[src/rtl/frame_capture.sv]
// ---------------------------------------------------------------------------
// frame_capture
//
// Camera-side writer for the frame buffer BRAM. Samples an OV7670-style
// parallel bus running RGB444 with two bytes per pixel, assembles 12-bit
// {R,G,B} pixels and writes them row-major at address row*IMAGE_WIDTH+col.
// The downstream red-object detector reads R from [11:8], G from [7:4] and
// B from [3:0].
//
// Ports
//   clk         camera pixel clock (PCLK), all logic on its rising edge
//   reset       synchronous, active-high
//   vsync       frame sync, high between frames
//   href        line valid, high while pixel bytes are on d
//   d[7:0]      camera data byte
//   wraddress   BRAM write address (ADDR_BITS wide)
//   wrdata      pixel {R[3:0],G[3:0],B[3:0]}
//   wren        BRAM write enable, one cycle per pixel
//   frame_done  one-cycle pulse at the end of each captured frame
//   frame_ok    level: last completed frame had exactly W*H pixels written
// ---------------------------------------------------------------------------
module frame_capture #(
    parameter int IMAGE_WIDTH  = 320,
    parameter int IMAGE_HEIGHT = 240,
    parameter int ADDR_BITS    = $clog2(IMAGE_WIDTH * IMAGE_HEIGHT)
) (
    input  logic                 clk,
    input  logic                 reset,
    input  logic                 vsync,
    input  logic                 href,
    input  logic [7:0]           d,
    output logic [ADDR_BITS-1:0] wraddress,
    output logic [11:0]          wrdata,
    output logic                 wren,
    output logic                 frame_done,
    output logic                 frame_ok
);

    // Counters are one value wider than the visible range so they can hold
    // their saturation value (IMAGE_WIDTH, IMAGE_HEIGHT, W*H).
    localparam int COL_BITS = $clog2(IMAGE_WIDTH + 1);
    localparam int ROW_BITS = $clog2(IMAGE_HEIGHT + 1);
    localparam int CTR_BITS = ADDR_BITS + 1;

    localparam logic [COL_BITS-1:0] COL_LIMIT   = COL_BITS'(IMAGE_WIDTH);
    localparam logic [ROW_BITS-1:0] ROW_LIMIT   = ROW_BITS'(IMAGE_HEIGHT);
    localparam logic [CTR_BITS-1:0] PIXEL_COUNT = CTR_BITS'(IMAGE_WIDTH * IMAGE_HEIGHT);

    typedef enum logic [1:0] {
        WAIT_VSYNC,
        WAIT_START,
        CAPTURE
    } state_t;

    state_t              state;
    logic                vsync_q;
    logic                href_q;
    logic                href_d;
    logic [7:0]          d_q;
    logic                byte_phase;
    logic [3:0]          r_nib;
    logic [COL_BITS-1:0] col;
    logic [ROW_BITS-1:0] row;
    logic [CTR_BITS-1:0] addr_ctr;

    // The camera bus is registered once before the FSM looks at it, so a
    // byte sampled on edge N produces its write on edge N+1. href_d is the
    // previous registered href, used to find the end of a line.
    always_ff @(posedge clk) begin
        if (reset) begin
            state      <= WAIT_VSYNC;
            vsync_q    <= 1'b0;
            href_q     <= 1'b0;
            href_d     <= 1'b0;
            d_q        <= '0;
            byte_phase <= 1'b0;
            r_nib      <= '0;
            col        <= '0;
            row        <= '0;
            addr_ctr   <= '0;
            wraddress  <= '0;
            wrdata     <= '0;
            wren       <= 1'b0;
            frame_done <= 1'b0;
            frame_ok   <= 1'b0;
        end else begin
            // NOTE: non-blocking assignments everywhere in this block, so
            // every right-hand side reads the value from before this edge.
            vsync_q <= vsync;
            href_q  <= href;
            d_q     <= d;
            href_d  <= href_q;

            // NOTE: pulse outputs default low here and are raised below only
            // on the cycle that needs them, which keeps them one cycle wide.
            wren       <= 1'b0;
            frame_done <= 1'b0;

            case (state)
                WAIT_VSYNC: begin
                    // Whatever frame was running at power-up is ignored until
                    // a full vsync high->low sequence is seen.
                    if (vsync_q) begin
                        state <= WAIT_START;
                    end
                end

                WAIT_START: begin
                    if (!vsync_q) begin
                        col        <= '0;
                        row        <= '0;
                        addr_ctr   <= '0;
                        byte_phase <= 1'b0;
                        state      <= CAPTURE;
                    end
                end

                CAPTURE: begin
                    if (vsync_q) begin
                        // vsync has priority over a byte on the same cycle.
                        frame_done <= 1'b1;
                        frame_ok   <= (addr_ctr == PIXEL_COUNT);
                        state      <= WAIT_START;
                    end else if (href_q) begin
                        byte_phase <= ~byte_phase;
                        if (!byte_phase) begin
                            r_nib <= d_q[3:0];
                        end else if (col < COL_LIMIT) begin
                            // Pixels past the last row still advance col but
                            // never reach the BRAM.
                            col <= col + 1'b1;
                            if (row < ROW_LIMIT) begin
                                wren      <= 1'b1;
                                wrdata    <= {r_nib, d_q};
                                wraddress <= addr_ctr[ADDR_BITS-1:0];
                                addr_ctr  <= addr_ctr + 1'b1;
                            end
                        end
                    end else if (href_d) begin
                        // End of line: a dangling first byte is dropped by
                        // forcing the phase back to the first byte.
                        if (row < ROW_LIMIT) begin
                            row <= row + 1'b1;
                        end
                        col        <= '0;
                        byte_phase <= 1'b0;
                    end
                end

                default: begin
                    state <= WAIT_VSYNC;
                end
            endcase
        end
    end

endmodule

[config.mk]
export PLATFORM = sky130hd
export DESIGN_NAME = frame_capture
export DESIGN_NICKNAME = d
export VERILOG_FILES = /design/src/rtl/frame_capture.sv
export SDC_FILE = /design/constraint.sdc
export NUM_CORES = 1
export LEC_CHECK = 0
export ABC_AREA = 1
export CAP_MARGIN = 20
export CORE_MARGIN = 10
export CORE_UTILIZATION = 50
export DETAILED_ROUTE_END_ITERATION = 8
export HOLD_SLACK_MARGIN = 0.12
export PLACE_DENSITY = 0.81
export REMOVE_ABC_BUFFERS = 1
export SYNTH_ARGS = -nofsm -noshare
export SYNTH_HDL_FRONTEND = slang
export SYNTH_SLANG_ARGS = --single-unit
[constraint.sdc]
create_clock -name clk -period 1.39 [get_ports clk]
set_input_delay 0.278 -clock clk [delete_from_list [all_inputs] [get_ports clk]]
set_output_delay 0.278 -clock clk [all_outputs]
set_load 0.005 [all_outputs]
==> results.py <==
metrics = {
    "timing": {
        "finalMaxSlewViolations": 0,
        "setup_slack_ps": -312,
        "whs_ps": 415,
        "fin_crit_ps": 1700,
        "final-hold-violation-count": 0,
        "period_share_pct": 122,
        "skew_ps": 17.6,
        "worst_pin_slew_ps": 478,
        "relSlewSlack_pct": 68.1,
        "rsz0062_at_grt": "yes",
        "setup_viol": 65,
        "max_freq_mhz": 587,
    },
    "detailed_routing": {
        "route.vias.total": 4343,
        "firstDrtPassIters": 5,
        "drc": 0,
        "via_per_inst": 5.92,
        "post_drt_wl_per_cell_um": 19.9,
        "drt_iter0_markers": 320,
        "wl_mm": 14.6,
        "antenna_left": 0,
    },
    "placement": {
        "io_buffers": 43,
        "hpwlAfterDp_mm": 6.09,
        "dpl_worst_slack_ps": -168,
        "dpl_cell_area_um2": 4440,
        "gp_congestion": 0.879,
    },
    "die": {
        "num_rows": 30,
        "coreArea_um2": 6910,
        "die_h_um": 105,
        "die_area_um2": 11100,
        "initial_core_util_pct": 52.5,
        "io_pins": 44,
        "die_w_um": 105,
    },
    "global_routing": {
        "grt_usage_pct": 18.3,
        "grt_pass1_wl_mm": 17.0,
        "grt_overflow": 0,
        "antenna_found_initial": 0,
        "grt_pass1_vias": 3719,
        "grt_max_degree": 35,
    },
    "critical_path": {
        "cp_top_family": "simple AND/OR/NAND/NOR gates",
        "cp_max_fo": 5,
        "critPathLaunchType": "flip-flop",
        "cp.required_ps": 1660,
        "arrival_ps": 1970,
        "critPathMaxStageDelay_ps": 470,
        "critPathKind": "reg -> reg",
        "worstPathCellList": "nand2_1 > nor2_1 > nand2_1 > nor2_1 > nand3_2 > nand2_2 > nor2_1",
        "crit_slowest_cell": "dfxtp_1",
        "setup.worst_path.end_class": "flip-flop",
        "critPathBufInv": 0,
        "crit_top_cell": "nor2_1",
    },
    "flow_run": {
        "max_cap_violations": 0,
    },
    "logic_synthesis": {
        "ys_ff_latch": 85,
        "synth_top_area_share_pct": 46.9,
        "synth_top_area_cell": "dfxtp_1",
        "synth_cells": 529,
        "syn_area_per_cell_um2": 6.85,
        "synth-xor-area-share_pct": 0.966,
        "yosysUniqueCellTypes": 26,
        "synth-simple-area-share_pct": 31.1,
        "seq_area_frac_synth_pct": 46.9,
        "mappedNetlistArea_um2": 3630,
        "netlist_top_cells_area": "dfxtp_1 (47%), nor2_1 (14%), nand2_1 (9.9%)",
        "synth-compound-area-share_pct": 11.9,
        "synth_top_family_by_area": "simple AND/OR/NAND/NOR gates",
        "yosysWarnings": 0,
        "synth_fa_ha_area_share_pct": 1.38,
        "synthMuxAreaShare_pct": 0,
    },
    "clock_tree": {
        "clk_pin_slew_worst_paths_ps": 90,
        "clk_root_buffer_cell": "clkbuf_8",
        "cts_sinks": 85,
        "clk-insertion-delay-late_ps": 380,
        "htree_levels": 3,
        "cts_buffer_depth": 2,
        "cts_made_buffers": 9,
        "cts_tree": "done",
    },
    "power": {
        "clkPwrFrac_pct": 42.5,
        "p_int_mw": 3.84,
        "seqPwrFrac_pct": 48.7,
        "swShare_pct": 24.6,
        "power_density_nw_per_um2": 893,
        "combinationalPowerShare_pct": 8.8,
        "peakVddDrop_uv": 616,
        "power_leakage_nw": 2.42,
        "power.switching_mw": 1.25,
    },
    "run_status": {
        "failed_checks": "setup timing",
        "status": "complete, but fails checks",
    },
    "final_layout": {
        "drive_gt1_share_pct": 37.3,
        "syn_to_final_growth_pct": 57.0,
        "final_nets": 650,
        "diodes": 0,
        "fin_area_um2": 5690,
        "finalCoreUtilization_pct": 82.4,
    },
    "worst_hold_path": {
        "worst_hold_path_type": "in -> reg",
    },
}
[final timing paths]
kind	cells after the start	end	startpoint	slack (ps)
min	3	d_q[4]	d[4]	420
max reg2reg	7	addr_ctr[14]	addr_ctr[11]	-310
min reg2reg	2	wrdata[7]	wrdata[7]	470
max	7	addr_ctr[14]	addr_ctr[11]	-310
[stage by stage]
stage                     std cells  setup TNS (ps)  power (mW)
after global routing            734          -10890        5.20
after CTS                       714            -746        4.91
after global placement          687           -3270        2.79
final                           734           -7330        5.09
after detailed placement        687           -6230        2.80
after floorplan                 508          -23030        2.65
[flip-flops by register name, summed over array words and instances, names as in the netlist, 2 cells and up]
signal,cells
col,9
wraddress,17
wrdata,12
addr_ctr,18
row,8
state,2
d_q,8
r_nib,4
[what timing repair did]
item,CTS,global route
gates cloned,3,7
setup buffers,9,14
gates resized for setup,96,174
pin swaps,9,46
hold buffers,0,0
endpoints found under the setup margin,96,67
[power by group through the flow]
stage | sequential, mW | clock, mW | combinational, mW
after global routing | 2.48 | 2.25 | 0.470
after CTS | 2.47 | 2.09 | 0.355
final | 2.48 | 2.16 | 0.449
after detailed placement | 2.53 | 0 | 0.269
after floorplan | 2.53 | 0 | 0.126
after global placement | 2.53 | 0 | 0.261
[worst register-to-register path, cell delays in order (launching register included)]
cell and delay (ps):
dfxtp_1 470, nand2_1 220, nor2_1 240, nand2_1 70, nor2_1 320, nand3_2 120
nand2_2 90, nor2_1 50
[metal layers]
layer	vias to the layer above	track usage (%)	wire length, um
met1	2024	18.7	5050
li1	1883	-	-
met5	-	0	0
met2	333	32.3	7180
met4	0	13.0	974
met3	103	4.24	1400
[cells in the final DEF (no fill, tap or decap), types with 3 or more instances in the layout]
cell,n
a21oi_1,8
a21oi_2,22
buf_12,6
buf_4,46
buf_6,10
buf_8,3
bufinv_16,3
clkbuf_16,5
clkbuf_8,9
clkdlybuf4s50_1,11
dfxtp_1,75
dfxtp_2,8
dlygate4sd2_1,32
inv_1,43
inv_2,5
nand2_1,61
nand2_2,28
nand2_4,9
nand3_1,15
nand3_2,12
nor2_1,117
nor2_2,15
nor2_4,11
o21ai_0,9
o21ai_1,15
o21ai_2,22
o21ai_4,3
[cells in the mapped netlist]
library cell,number
a21oi_1,30
buf_1,3
dfxtp_1,85
o21ai_1,1
a211oi_1,1
o21bai_1,3
buf_4,1
buf_2,6
nor4_1,2
nand2_1,96
inv_1,49
ha_1,4
o21ai_0,48
nor2_2,3
xor2_1,2
a31oi_1,1
inv_2,2
nor2_4,1
nor2_1,139
nor3b_1,1
and3_1,1
clkbuf_1,11
nand2_2,2
nor3_1,6
xnor2_1,2
nand3_1,29
[cell families after synthesis]
group,count (synthesis)
and+or+nand+nor,280
DFF,85
xor gates and xnor gates,4
adders and majority gates,4
buffers and inverters,72
AOI/OAI and AO/OA,84
[cell type report]
class / count / area [um2]
multi-input cells: 373 / 2240
flip-flops and latches: 85 / 1720
fillers: 367 / 1210
repair buffers: 114 / 1170
inverters: 51 / 211
clock buffers: 9 / 124
well taps: 96 / 120
clock inverters: 6 / 113
Power figures use the tool's default switching activity.
